[src/rtl/seg_scan_ctrl.sv]
// seg_scan_ctrl - multiplexed 7-segment scan controller.
//
// Scans NUM_DIGITS digits from one packed segment bus. Each digit owns a
// slot of div_cfg+1 clock cycles. The first BLANK_CYC cycles of the slot are
// dark so the previous digit's segments do not ghost onto the next digit.
// Disabled digits are skipped. Brightness is frame-level PWM: a frame is lit
// when pwm_cnt < bright, or always when bright is all-ones.
//
// Optional build macro SEG_FRAME_LATCH_EN: when defined, seg_val is captured
// into a shadow register at every frame start so all slots of one frame show
// a coherent snapshot. When undefined, each slot samples its digit live at
// slot start.
//
// Ports:
//   clk         system clock
//   rst         synchronous active-high reset
//   div_cfg     slot length minus 1, in clk cycles
//   digit_en    per-digit scan enable
//   bright      brightness (all-ones = always lit, 0 = dark)
//   seg_val     digit i at [i*SEG_W +: SEG_W], lit = 1
//   seg_ctl     segment drive, polarity per SEG_ACTIVE_HIGH
//   cat         digit select, polarity per CAT_ACTIVE_LOW
//   cur_digit   index of the digit owning the current slot
//   frame_tick  one-cycle pulse at the start of each frame
//
// state   | meaning
// S_OFF   | no digit enabled, outputs inactive
// S_BLANK | start of a slot, digit index valid, outputs dark
// S_ON    | digit selected, segments driven when the frame is lit

module seg_scan_ctrl #(
    parameter int NUM_DIGITS      = 8,
    parameter int SEG_W           = 8,
    parameter int DIV_W           = 16,
    parameter int BLANK_CYC       = 1,
    parameter int BRIGHT_W        = 3,
    parameter int CAT_ACTIVE_LOW  = 1,
    parameter int SEG_ACTIVE_HIGH = 1,
    localparam int IDX_W = (NUM_DIGITS > 1) ? $clog2(NUM_DIGITS) : 1
) (
    input  logic                        clk,
    input  logic                        rst,
    input  logic [DIV_W-1:0]            div_cfg,
    input  logic [NUM_DIGITS-1:0]       digit_en,
    input  logic [BRIGHT_W-1:0]         bright,
    input  logic [NUM_DIGITS*SEG_W-1:0] seg_val,
    output logic [SEG_W-1:0]            seg_ctl,
    output logic [NUM_DIGITS-1:0]       cat,
    output logic [IDX_W-1:0]            cur_digit,
    output logic                        frame_tick
);

    typedef enum logic [1:0] {
        S_OFF   = 2'd0,
        S_BLANK = 2'd1,
        S_ON    = 2'd2
    } state_t;

    localparam logic [SEG_W-1:0]      SEG_OFF = (SEG_ACTIVE_HIGH != 0) ? '0 : '1;
    localparam logic [NUM_DIGITS-1:0] CAT_OFF = (CAT_ACTIVE_LOW != 0) ? '1 : '0;
    localparam logic [DIV_W-1:0]      BLANK_V = DIV_W'(BLANK_CYC);

    state_t                  state_q, state_d;
    logic [IDX_W-1:0]        idx_q, idx_d;
    logic [DIV_W-1:0]        slot_cnt_q, slot_cnt_d;
    logic [DIV_W-1:0]        div_lat_q, div_lat_d;
    logic [SEG_W-1:0]        slot_dat_q, slot_dat_d;
    logic [BRIGHT_W-1:0]     pwm_cnt_q, pwm_cnt_d;
    logic                    frame_tick_q, frame_tick_d;
    logic [SEG_W-1:0]        seg_ctl_q, seg_ctl_d;
    logic [NUM_DIGITS-1:0]   cat_q, cat_d;

    logic [NUM_DIGITS*SEG_W-1:0] seg_src;
    logic [IDX_W-1:0]        lowest_idx;
    logic [IDX_W-1:0]        above_idx;
    logic                    above_ok;
    logic                    slot_start;
    logic                    lit_frame;
    logic [NUM_DIGITS-1:0]   cat_on;
    logic [SEG_W-1:0]        dat_sel;

`ifdef SEG_FRAME_LATCH_EN
    logic [NUM_DIGITS*SEG_W-1:0] shadow_q, shadow_d;

    always_comb begin
        shadow_d = shadow_q;
        if (frame_tick_d) begin
            shadow_d = seg_val;
        end
        // The first slot of a frame must see the value being latched now.
        seg_src = frame_tick_d ? seg_val : shadow_q;
    end

    always_ff @(posedge clk) begin
        if (rst) begin
            shadow_q <= '0;
        end else begin
            shadow_q <= shadow_d;
        end
    end
`else
    always_comb begin
        seg_src = seg_val;
    end
`endif

    // Lowest enabled digit, and the nearest enabled digit above idx_q.
    // Descending loops let the smallest qualifying index win.
    always_comb begin
        lowest_idx = '0;
        above_idx  = '0;
        above_ok   = 1'b0;
        for (int i = NUM_DIGITS - 1; i >= 0; i--) begin
            if (digit_en[i]) begin
                lowest_idx = IDX_W'(i);
                if (IDX_W'(i) > idx_q) begin
                    above_idx = IDX_W'(i);
                    above_ok  = 1'b1;
                end
            end
        end
    end

    always_comb begin
        state_d      = state_q;
        idx_d        = idx_q;
        slot_cnt_d   = slot_cnt_q + DIV_W'(1);
        div_lat_d    = div_lat_q;
        slot_dat_d   = slot_dat_q;
        pwm_cnt_d    = pwm_cnt_q;
        frame_tick_d = 1'b0;
        slot_start   = 1'b0;
        dat_sel      = '0;

        if (digit_en == '0) begin
            state_d    = S_OFF;
            idx_d      = '0;
            slot_cnt_d = '0;
        end else if (state_q == S_OFF) begin
            slot_start   = 1'b1;
            frame_tick_d = 1'b1;
            idx_d        = lowest_idx;
        end else if (slot_cnt_q == div_lat_q) begin
            slot_start = 1'b1;
            if (above_ok) begin
                idx_d = above_idx;
            end else begin
                idx_d        = lowest_idx;
                frame_tick_d = 1'b1;
                pwm_cnt_d    = pwm_cnt_q + BRIGHT_W'(1);
            end
        end

        for (int i = 0; i < NUM_DIGITS; i++) begin
            if (idx_d == IDX_W'(i)) begin
                dat_sel = seg_src[i*SEG_W +: SEG_W];
            end
        end

        if (slot_start) begin
            slot_cnt_d = '0;
            div_lat_d  = div_cfg;
            slot_dat_d = dat_sel;
        end

        if (digit_en != '0) begin
            state_d = (slot_cnt_d < BLANK_V) ? S_BLANK : S_ON;
        end
    end

    // Outputs are derived from next-state values so they change on the same
    // edge as the state register.
    always_comb begin
        lit_frame = (bright == '1) || (pwm_cnt_d < bright);
        cat_on    = '0;
        for (int i = 0; i < NUM_DIGITS; i++) begin
            if (idx_d == IDX_W'(i)) begin
                cat_on[i] = 1'b1;
            end
        end

        cat_d     = CAT_OFF;
        seg_ctl_d = SEG_OFF;
        if (state_d == S_ON) begin
            cat_d = (CAT_ACTIVE_LOW != 0) ? ~cat_on : cat_on;
            if (lit_frame) begin
                seg_ctl_d = (SEG_ACTIVE_HIGH != 0) ? slot_dat_d : ~slot_dat_d;
            end
        end
    end

    always_ff @(posedge clk) begin
        if (rst) begin
            state_q      <= S_OFF;
            idx_q        <= '0;
            slot_cnt_q   <= '0;
            div_lat_q    <= '0;
            slot_dat_q   <= '0;
            pwm_cnt_q    <= '0;
            frame_tick_q <= 1'b0;
            seg_ctl_q    <= SEG_OFF;
            cat_q        <= CAT_OFF;
        end else begin
            state_q      <= state_d;
            idx_q        <= idx_d;
            slot_cnt_q   <= slot_cnt_d;
            div_lat_q    <= div_lat_d;
            slot_dat_q   <= slot_dat_d;
            pwm_cnt_q    <= pwm_cnt_d;
            frame_tick_q <= frame_tick_d;
            seg_ctl_q    <= seg_ctl_d;
            cat_q        <= cat_d;
        end
    end

    assign seg_ctl    = seg_ctl_q;
    assign cat        = cat_q;
    assign cur_digit  = idx_q;
    assign frame_tick = frame_tick_q;

endmodule

[config.mk]
export PLATFORM = sky130hd
export DESIGN_NAME = seg_scan_ctrl
export DESIGN_NICKNAME = d
export VERILOG_FILES = /design/src/rtl/seg_scan_ctrl.sv
export SDC_FILE = /design/constraint.sdc
export NUM_CORES = 1
export LEC_CHECK = 0
export ABC_CLOCK_PERIOD_IN_PS = 4059
export BUFFER_PORTS_ARGS = -buffer_cell sky130_fd_sc_hd__buf_2
export CORE_MARGIN = 4
export CORE_UTILIZATION = 30
export DETAILED_ROUTE_END_ITERATION = 7
export PLACE_DENSITY_LB_ADDON = 0.3
export SYNTH_ARGS = -nofsm -noshare
export SYNTH_HDL_FRONTEND = slang
export SYNTH_SLANG_ARGS = --single-unit
[constraint.sdc]
create_clock -name clk -period 4.06 [get_ports clk]
set_input_delay 0.812 -clock clk [delete_from_list [all_inputs] [get_ports clk]]
set_output_delay 0.812 -clock clk [all_outputs]
set_load 0.01 [all_outputs]
==> impl_metrics.tcl <==
set metrics [dict create \
    cts_max_level 3 \
    syn_area_per_cell_sq_um 7.921 \
    synth_edf_count 0 \
    crit_path_end_kind "register" \
    core_sq_um 12160 \
    cellPowerDensity_nw_per_um2 670.4 \
    antennaDiodeCount 0 \
    instances_no_fill 746 \
    row_count 40 \
    placed_area_sq_um 4424 \
    holdCritPathClass "register to register" \
    grt_util_all_layers 0.1596 \
    overflow 0 \
    tritoncts "yes" \
    hpwl_mm 9.021 \
    final_util 0.3867 \
    grt_setup_unrepaired "no" \
    cts-root-buf "clkbuf_16" \
    peakVddDrop_mv 0.2650 \
    layout-drive-gt1-share 0.2595 \
    viasPerCell 5.119 \
    synth_common_cells "nand2_1 (70), dfxtp_1 (65), nor2_1 (60)" \
    relSlewSlack 0.5218 \
    cts_max_path_buffers 2 \
    synthArstFlopShare 0 \
    dp_slack_ns 0.3956 \
    synthTopCellsByArea "dfxtp_1 (34%), nand2_1 (6.9%), nor2_1 (5.9%)" \
    netlist_area_sq_um 3786 \
    dp.cells 730 \
    initial_core_util 0.3113 \
    design_power_total_mw 3.153 \
    syn_inst 478 \
    clkTransAtPathRegs_ns 0.06 \
    ys.flop_type "dfxtp_1" \
    portBuffers 112 \
    clk_latency_ns 0.33 \
    hold_violations 0 \
    synth.most_common_cell "nand2_1" \
    grt_pass1_wl_mm 18.53 \
    fin_area_sq_um 4703 \
    worstSetupPathType "register to register" \
    grt_start_max_net_pins 36 \
    setup_tns_ns 0 \
    status "completed" \
    vias 3819 \
    route.detailed.drc 0 \
    max_clock_freq_mhz 294.2 \
    cp_max_fo 8 \
    dieArea_sq_um 14480 \
    ys_ff_latch 65 \
    antenna_found_initial 0 \
    skew_ns 0.006541 \
    fin_crit_ns 3.398 \
    drv_cap 0 \
    required_ns 4.32 \
    fp.dieH_um 120.3 \
    postLayoutSetupSlackWorst_ns 0.6615 \
    postCtsSetupBuffers 0 \
    cts.sinks 65 \
    ys_seq_area_frac 0.3437 \
    cts_buffers 9 \
    routed_wl_mm 11.65 \
    postCtsHoldBufs 0 \
    ios 113 \
    first_global_vias 3816 \
    die_x_um 120.3 \
    gp_congestion 0.8766 \
    layout.nets 670 \
    finalCritPeriodShare 0.8371 \
    setup_viol 0 \
    whs_path_depth 2 \
    drv_slew 0 \
    ff2ff_path_depth 9 \
    cts_resized 0 \
    synth_warnings 0 \
    tightest_slew_ns 0.7173 \
    firstDrtPassIters 5 \
    power_leakage_nw 2.040 \
    initialDrtViolationCount 287 \
    yosys.area.top_type_share 0.3437 \
    syn_nets 575 \
    ys_types 58 \
    fin_hold_ws_ns 0.4677 \
    startpoint_type "register" \
    ant_nets 0 \
    yosysTopAreaCell "dfxtp_1" \
    wl_per_cell_um 15.61 \
    areaGrowthSynthToFinish_pct 24.22 \
    arrival_ns 3.65 \
]
[cell families (layout without fill, tap and decap cells)]
logic type / Yosys count / in the layout / synth area share
muxes: 24 / 24 / 0.06708
and+or+nand+nor: 201 / 201 / 0.2485
buffers and inverters: 44 / 144 / 0.05783
adders and majority gates: 4 / 4 / 0.01322
xor gates and xnor gates: 36 / 36 / 0.08328
AOI/OAI and AO/OA: 104 / 104 / 0.1864
DFF: 65 / 65 / 0.3437
[path summary, 6_finish.rpt]
path              slack (ns)                  startpoint                         end
setup / recovery        0.66    slot_cnt_q[6]$_SDFF_PP0_       seg_ctl[5]$_SDFF_PP0_
hold / removal          0.47  div_lat_q[13]$_SDFFE_PP0P_  div_lat_q[13]$_SDFFE_PP0P_
setup reg to reg        0.66    slot_cnt_q[6]$_SDFF_PP0_       seg_ctl[5]$_SDFF_PP0_
hold reg to reg         0.47  div_lat_q[13]$_SDFFE_PP0P_  div_lat_q[13]$_SDFFE_PP0P_
[state kept, by name, indices dropped and copies added (netlist names)]
register / flops
div_lat_q: 16
slot_cnt_q: 16
cat: 8
seg_ctl: 8
slot_dat_q: 8
cur_digit: 3
pwm_cnt_q: 3
state_q: 2
frame_tick: 1
[report_power, final]
| part | leakage, nW | internal (mW) | switching [mW] |
|---|---|---|---|
| registers | 0.532 | 0.792 | 0.106 |
| clock network | 0.129 | 0.418 | 0.312 |
| logic | 1.38 | 0.583 | 0.942 |
| total | 2.04 | 1.79 | 1.36 |
[cell usage in the layout (no fill, tap or decap), types with 3 or more instances in the layout]
master and instances:
o2bb2ai_1 5, and2_1 4, xnor2_1 11, o31ai_1 5, o21a_1 4, a221oi_1 4, nor2b_1 9, ha_1 4
nand2_1 70, buf_4 7, nor2_1 60, nand4_1 3, o21ai_0 16, nor4_1 5, nand2b_1 6, and4_1 5
clkbuf_16 9, xor2_1 25, buf_2 112, dfxtp_1 65, inv_1 9, a211o_1 7, a22oi_1 3, nand3_1 15
and3_1 7, clkinvlp_4 3, inv_6 3, mux2i_1 16, a31oi_1 8, a21oi_1 27, nor3_1 7, o21ai_1 3
mux2_2 7
[routing by layer]
metal | global-route usage | wire length (um) | part of all wire
met1 | 0.2017 | 5155 | 0.44
met2 | 0.2638 | 5587 | 0.48
met3 | 0.03134 | 615 | 0.053
met4 | 0.07082 | 289 | 0.025
met5 | 0 | 0 | 0
[worst max-delay path, cell delays in order (launching register included)]
cell and delay, ns:
dfxtp_1 0.49, xor2_1 0.12, nor4_1 0.34, nand4_1 0.33, nor4_1 0.65, mux2_2 0.42
ha_1 0.28, a211oi_1 0.23, o21ai_1 0.25, a21oi_1 0.21
[final cells by class]
type	count	area, sq um
Clock inverter	7	53.80
Sequential cell	65	1301
Fill cell	1237	7458
Inverter	9	33.78
Multi-Input combinational cell	369	2266
Tap cell	168	210.2
Clock buffer	9	225.2
Timing Repair Buffer	119	613.1
(Power assumes the default switching activity.)
